==> config.mk <==
export PLATFORM = sky130hd
export DESIGN_NAME = fdct4_serial
export DESIGN_NICKNAME = d
export VERILOG_FILES = /design/src/rtl/fdct4_serial.sv
export SDC_FILE = /design/constraint.sdc
export NUM_CORES = 2
export LEC_CHECK = 0
export BUFFER_PORTS_ARGS = -buffer_cell sky130_fd_sc_hd__buf_2
export CAP_MARGIN = 20
export CORE_MARGIN = 2
export CORE_UTILIZATION = 25
export CTS_BUF_LIST = sky130_fd_sc_hd__clkbuf_4 sky130_fd_sc_hd__clkbuf_8
export CTS_CLUSTER_SIZE = 12
export DETAILED_ROUTE_END_ITERATION = 7
export SETUP_SLACK_MARGIN = 0.3
export SLEW_MARGIN = 25
export SYNTH_ARGS = -nofsm -noshare
export SYNTH_HDL_FRONTEND = slang
export SYNTH_SLANG_ARGS = --single-unit
==> constraint.sdc <==
create_clock -name clk -period 24.5 [get_ports clk]
set_clock_uncertainty 0.2 [all_clocks]
set_input_delay 0 -clock clk [delete_from_list [all_inputs] [get_ports clk]]
set_output_delay 0 -clock clk [all_outputs]
set_load 0.02 [all_outputs]
==> src/rtl/fdct4_serial.sv <==
// 4-point forward integer DCT (HEVC 64/83/36) with serial sample input and parallel coefficient output.
// Latency: out_valid rises 3 clk edges after the edge that accepts x3, giving a minimum block period of 8 cycles.
// Backpressure: in_ready is low from BFLY until the result is taken; OUT holds the result until out_ready.
module fdct4_serial #(
   parameter int IN_W  = 25,
   parameter int OUT_W = 25,
   parameter int SHIFT = 7
) (
   input  logic                    clk,
   input  logic                    reset,
   input  logic                    in_valid,
   output logic                    in_ready,
   input  logic signed [IN_W-1:0]  in_data,
   output logic                    out_valid,
   input  logic                    out_ready,
   output logic signed [OUT_W-1:0] out_c0,
   output logic signed [OUT_W-1:0] out_c1,
   output logic signed [OUT_W-1:0] out_c2,
   output logic signed [OUT_W-1:0] out_c3
);

   // Butterfly terms need one extra bit; products need 8 more (83 < 2^7, plus a sum).
   localparam int EW = IN_W + 1;
   localparam int SW = IN_W + 9;
   localparam int RW = SW + 1;

   localparam logic signed [SW-1:0] K64 = SW'(64);
   localparam logic signed [SW-1:0] K83 = SW'(83);
   localparam logic signed [SW-1:0] K36 = SW'(36);

   localparam logic signed [RW-1:0] ADD  = RW'(longint'(1) << (SHIFT - 1));
   localparam logic signed [RW-1:0] MAXV = RW'((longint'(1) << (OUT_W - 1)) - 1);
   localparam logic signed [RW-1:0] MINV = RW'(-(longint'(1) << (OUT_W - 1)));

   typedef enum logic [2:0] {FILL, BFLY, MAC, RND, OUT} state_t;

   state_t                  r_state;
   logic [1:0]              r_idx;
   logic signed [IN_W-1:0]  r_x [4];
   logic signed [EW-1:0]    r_e0, r_e1, r_o0, r_o1;
   logic signed [SW-1:0]    r_s0, r_s1, r_s2, r_s3;

   logic signed [SW-1:0]    w_e0x, w_e1x, w_o0x, w_o1x;
   logic signed [SW-1:0]    w_s0, w_s1, w_s2, w_s3;

   // Round half up, floor the shift, then clamp into the output range.
   function automatic logic signed [OUT_W-1:0] rnd_sat(input logic signed [SW-1:0] s);
      logic signed [RW-1:0] t;
      t = (RW'(s) + ADD) >>> SHIFT;
      if (t > MAXV)
         rnd_sat = MAXV[OUT_W-1:0];
      else if (t < MINV)
         rnd_sat = MINV[OUT_W-1:0];
      else
         rnd_sat = t[OUT_W-1:0];
   endfunction

   assign in_ready = (r_state == FILL);

   // Multiply stage operands, sign-extended to full product precision.
   assign w_e0x = SW'(r_e0);
   assign w_e1x = SW'(r_e1);
   assign w_o0x = SW'(r_o0);
   assign w_o1x = SW'(r_o1);
   assign w_s0  = (w_e0x + w_e1x) * K64;
   assign w_s2  = (w_e0x - w_e1x) * K64;
   assign w_s1  = (w_o0x * K83) + (w_o1x * K36);
   assign w_s3  = (w_o0x * K36) - (w_o1x * K83);

   // Block sequencer: collect four samples, then butterfly, multiply, round, and hand off.
   always_ff @(posedge clk or posedge reset) begin
      if (reset) begin
         r_state   <= FILL;
         r_idx     <= 2'd0;
         for (int i = 0; i < 4; i++) r_x[i] <= '0;
         r_e0      <= '0;
         r_e1      <= '0;
         r_o0      <= '0;
         r_o1      <= '0;
         r_s0      <= '0;
         r_s1      <= '0;
         r_s2      <= '0;
         r_s3      <= '0;
         out_valid <= 1'b0;
         out_c0    <= '0;
         out_c1    <= '0;
         out_c2    <= '0;
         out_c3    <= '0;
      end else begin
         case (r_state)
            FILL: begin
               if (in_valid) begin
                  r_x[r_idx] <= in_data;
                  if (r_idx == 2'd3) begin
                     r_idx   <= 2'd0;
                     r_state <= BFLY;
                  end else begin
                     r_idx <= r_idx + 2'd1;
                  end
               end
            end
            BFLY: begin
               r_e0    <= EW'(r_x[0]) + EW'(r_x[3]);
               r_e1    <= EW'(r_x[1]) + EW'(r_x[2]);
               r_o0    <= EW'(r_x[0]) - EW'(r_x[3]);
               r_o1    <= EW'(r_x[1]) - EW'(r_x[2]);
               r_state <= MAC;
            end
            MAC: begin
               r_s0    <= w_s0;
               r_s1    <= w_s1;
               r_s2    <= w_s2;
               r_s3    <= w_s3;
               r_state <= RND;
            end
            RND: begin
               out_c0    <= rnd_sat(r_s0);
               out_c1    <= rnd_sat(r_s1);
               out_c2    <= rnd_sat(r_s2);
               out_c3    <= rnd_sat(r_s3);
               out_valid <= 1'b1;
               r_state   <= OUT;
            end
            OUT: begin
               if (out_ready) begin
                  out_valid <= 1'b0;
                  r_state   <= FILL;
               end
            end
            default: r_state <= FILL;
         endcase
      end
   end

endmodule
==> summary.txt <==
===============================================================================
Placement Rows ...................................................          138
Arrival time at the worst endpoint ...............................      7.85 ns
Final nets .......................................................         4748
Number of vias after detailed routing ............................        27300
Quantity of I/O buffers inserted on ports ........................          130
Post-Syn Area ....................................................    35400 um2
Slew @ Worst Pin .................................................      1.00 ns
Root buf cell ....................................................     clkbuf_8
Final clock period utilization by the worst path .................        30.2%
Met1 routing resource usage after global routing .................        17.3%
Data required time of the worst path .............................     24.95 ns
Chip Width .......................................................       380 um
Vias in the first global route ...................................        27000
Hold slack .......................................................     0.158 ns
Area enclosed by the die boundary ................................   145000 um2
Cell variety after synth .........................................           91
Maximum single-stage delay on the critical path ..................      0.53 ns
Flip-flop cell with the highest count after synthesis ............      dfrtp_1
TritonCTS clock tree .............................................         done
Fraction of registers with async set or reset after synthesis ....         100%
CP Launch Type ...................................................         flop
Dpl hpwl .........................................................      77.9 mm
Number of buffers added by the clock tree synthesis step .........           77
Count of boundary I/O pins .......................................          131
Post-Synthesis Cells .............................................         3950
Number of endpoints with negative hold slack in the final report .            0
Layout overhead on the synthesized area ..........................        14.2%
Top-count cell post-synth ........................................        inv_1
Starting DRC count in detailed routing ...........................         1424
Vias per inst ....................................................         4.51
Largest buffer count on any clock path ...........................            3
Worst Setup End Kind .............................................         flop
Residual DRC .....................................................            0
Wire length of the first global-routing pass .....................       153 mm
Cells taking the most area after synthesis ....................... dfrtp_1 29%, ha_1 16%, fa_1 8.9%
Area of the core region ..........................................   141000 um2
Synth warnings ...................................................            0
Setup TNS ........................................................         0 ns
Antenna violations before repair .................................           11
DR pass1 iterations ..............................................            5
Fraction of final layout cells sized beyond drive strength 1 .....        9.79%
Most used routing layer ..........................................         met2
Largest net degree at the start of global routing ................          116
Synth area leader ................................................      dfrtp_1
Share of the synthesized area in the top cell type ...............        29.5%
Number of filler cells placed in the layout ......................        15000
Endpoint of the worst-slack reg-to-reg timing path ............... r_s1[33]$_DFFE_PP0N_
Number of resized instances in the post-cts repair step ..........            0
Top fanout value on the critical path ............................            7
Syn_nets .........................................................         4595
Setup repair after global routing missed its margin ..............           no
Setup Viol. Count Final ..........................................            0
Worst reg-to-reg path cell count .................................           28
Clock latency on the worst-skew pair .............................      0.78 ns
Critical Path Start .............................................. r_o1[4]$_DFFE_PP0P_
Crit path to ..................................................... r_s1[33]$_DFFE_PP0N_
Post-layout minimum cycle time ...................................      7.40 ns
Residual overflow from global routing ............................            0
Number of clock sinks seen by CTS ................................          417
Post-DRT Antenna Nets ............................................            0
Global routing usage on met2 .....................................        22.3%
EDFF count, synth ................................................            0
Worst slew margin relative to its limit ..........................        33.3%
Crit path max-delay cell type ....................................         fa_1
Clk slew on worst S/H paths ......................................      0.07 ns
Post-CTS Setup Inserts ...........................................            0
Most frequent cells after synthesis .............................. 470 x inv_1, 459 x ha_1, 438 x nand2_1
Routed WL ........................................................      96.2 mm
Average wire length per cell after detail routing ................      15.9 um
GR Util All Layers ...............................................        13.2%
Number of H-tree branching levels ................................            3
Routing usage on met3 ............................................        1.38%
Critical path class .............................................. flop to flop
Count of state elements after synthesis ..........................          417
Number of maximum-capacitance constraint violations ..............            0
Maximum operating frequency ......................................      135 MHz
Register-to-register setup slack .................................     17.10 ns
Classification of the worst-slack hold path ...................... input port to flop
Post-Syn Area per Cell ...........................................     8.97 um2
GPL Wtd Cong .....................................................        0.911
Starting Density .................................................        25.1%
Part of the Yosys area used for sequential elements ..............        29.5%
R2R Path Start ................................................... r_o1[4]$_DFFE_PP0P_
Die Height .......................................................       380 um
Status ........................................................... finished clean
Post-cts hold buffer count .......................................           62
Max-slew violation total from the final report ...................            0
===============================================================================
-- final cells by class --
cell class	count	area, um2	area share [%]
multi-input combinational	2925	22700	56.2
sequential	417	10400	25.8
tap	1890	2360	5.84
inverter	470	1770	4.38
timing repair buffer	212	1430	3.53
clock buffer	109	1410	3.49
clock inverter	23	305	0.754
antenna	2	5.00	0.0124
-- worst max-delay path: cells and delay by family (launching register included) --
family	cells	cell delay (ns)
XOR/XNOR	1	0.19
adder cells (fa/ha/maj)	8	3.06
AND/OR/NAND/NOR	4	0.93
flip-flops	1	0.50
buffers and inverters	3	0.16
AO/OA/AOI/OAI	12	2.26
-- sequential cells by signal, indices dropped and copies added (netlist names) --
register	cells
r_s0	26
r_e1	26
out_valid	1
r_s3	28
out_c2	25
out_c3	25
r_x	100
r_s2	27
r_state	3
r_s1	28
r_e0	26
r_o0	25
out_c1	25
r_idx	2
out_c0	25
r_o1	25
-- kinds of logic after synthesis --
kind of cell / synth area share (%)
compound gates: 16.5
xor+xnor: 7.84
fa+ha+maj: 25.1
buf+inv: 6.47
flops: 29.5
mux: 2.66
simple gates: 12.0
-- cell usage in the layout, fill, tap and decap left out, types with 45 or more instances in the layout --
cell,count
inv_1,469
ha_1,459
nand2_1,436
dfrtp_1,417
o21ai_0,384
a21oi_1,259
xnor2_1,210
nor2_1,187
fa_1,157
buf_2,130
xor2_1,107
clkbuf_8,95
mux2_2,81
nand3_1,74
a21o_1,62
dlygate4sd3_1,62
nor3_1,50
o21a_1,45
-- stage by stage --
stage	instances	utilization [%]	area, um2	setup slack [ns]
2_1_floorplan	3950	-	35400	12.69
3_3_place_gp	5852	27.0	38100	17.26
3_5_place_dp	5852	27.0	38100	17.12
4_1_cts	6046	28.7	40500	17.14
5_1_grt	6048	28.7	40500	16.79
6_report	6048	28.7	40500	17.10
-- worst min path at each step --
stage                     start                     end  cells after the start
global route           in_valid    r_idx[0]$_DFFE_PP0P_                      5
CTS                    in_valid    r_idx[0]$_DFFE_PP0P_                      5
finish                 in_valid    r_idx[0]$_DFFE_PP0P_                      5
detailed placement        reset  out_c0[18]$_DFFE_PP0P_                      2
floorplan           in_data[10]     r_x[10]$_DFFE_PP0P_                      2
global placement          reset  out_c0[14]$_DFFE_PP0P_                      2
-- layer usage --
metal  vias up  wire length (um)
met5         -                46
met4         6              3060
met3       140              2780
met2       408             45600
met1     13100             44700
li1      13700                 -
Power is left out: the tool's default activity adds up to more than one toggle a clock period on the data nets, which glitch-free logic cannot reach.
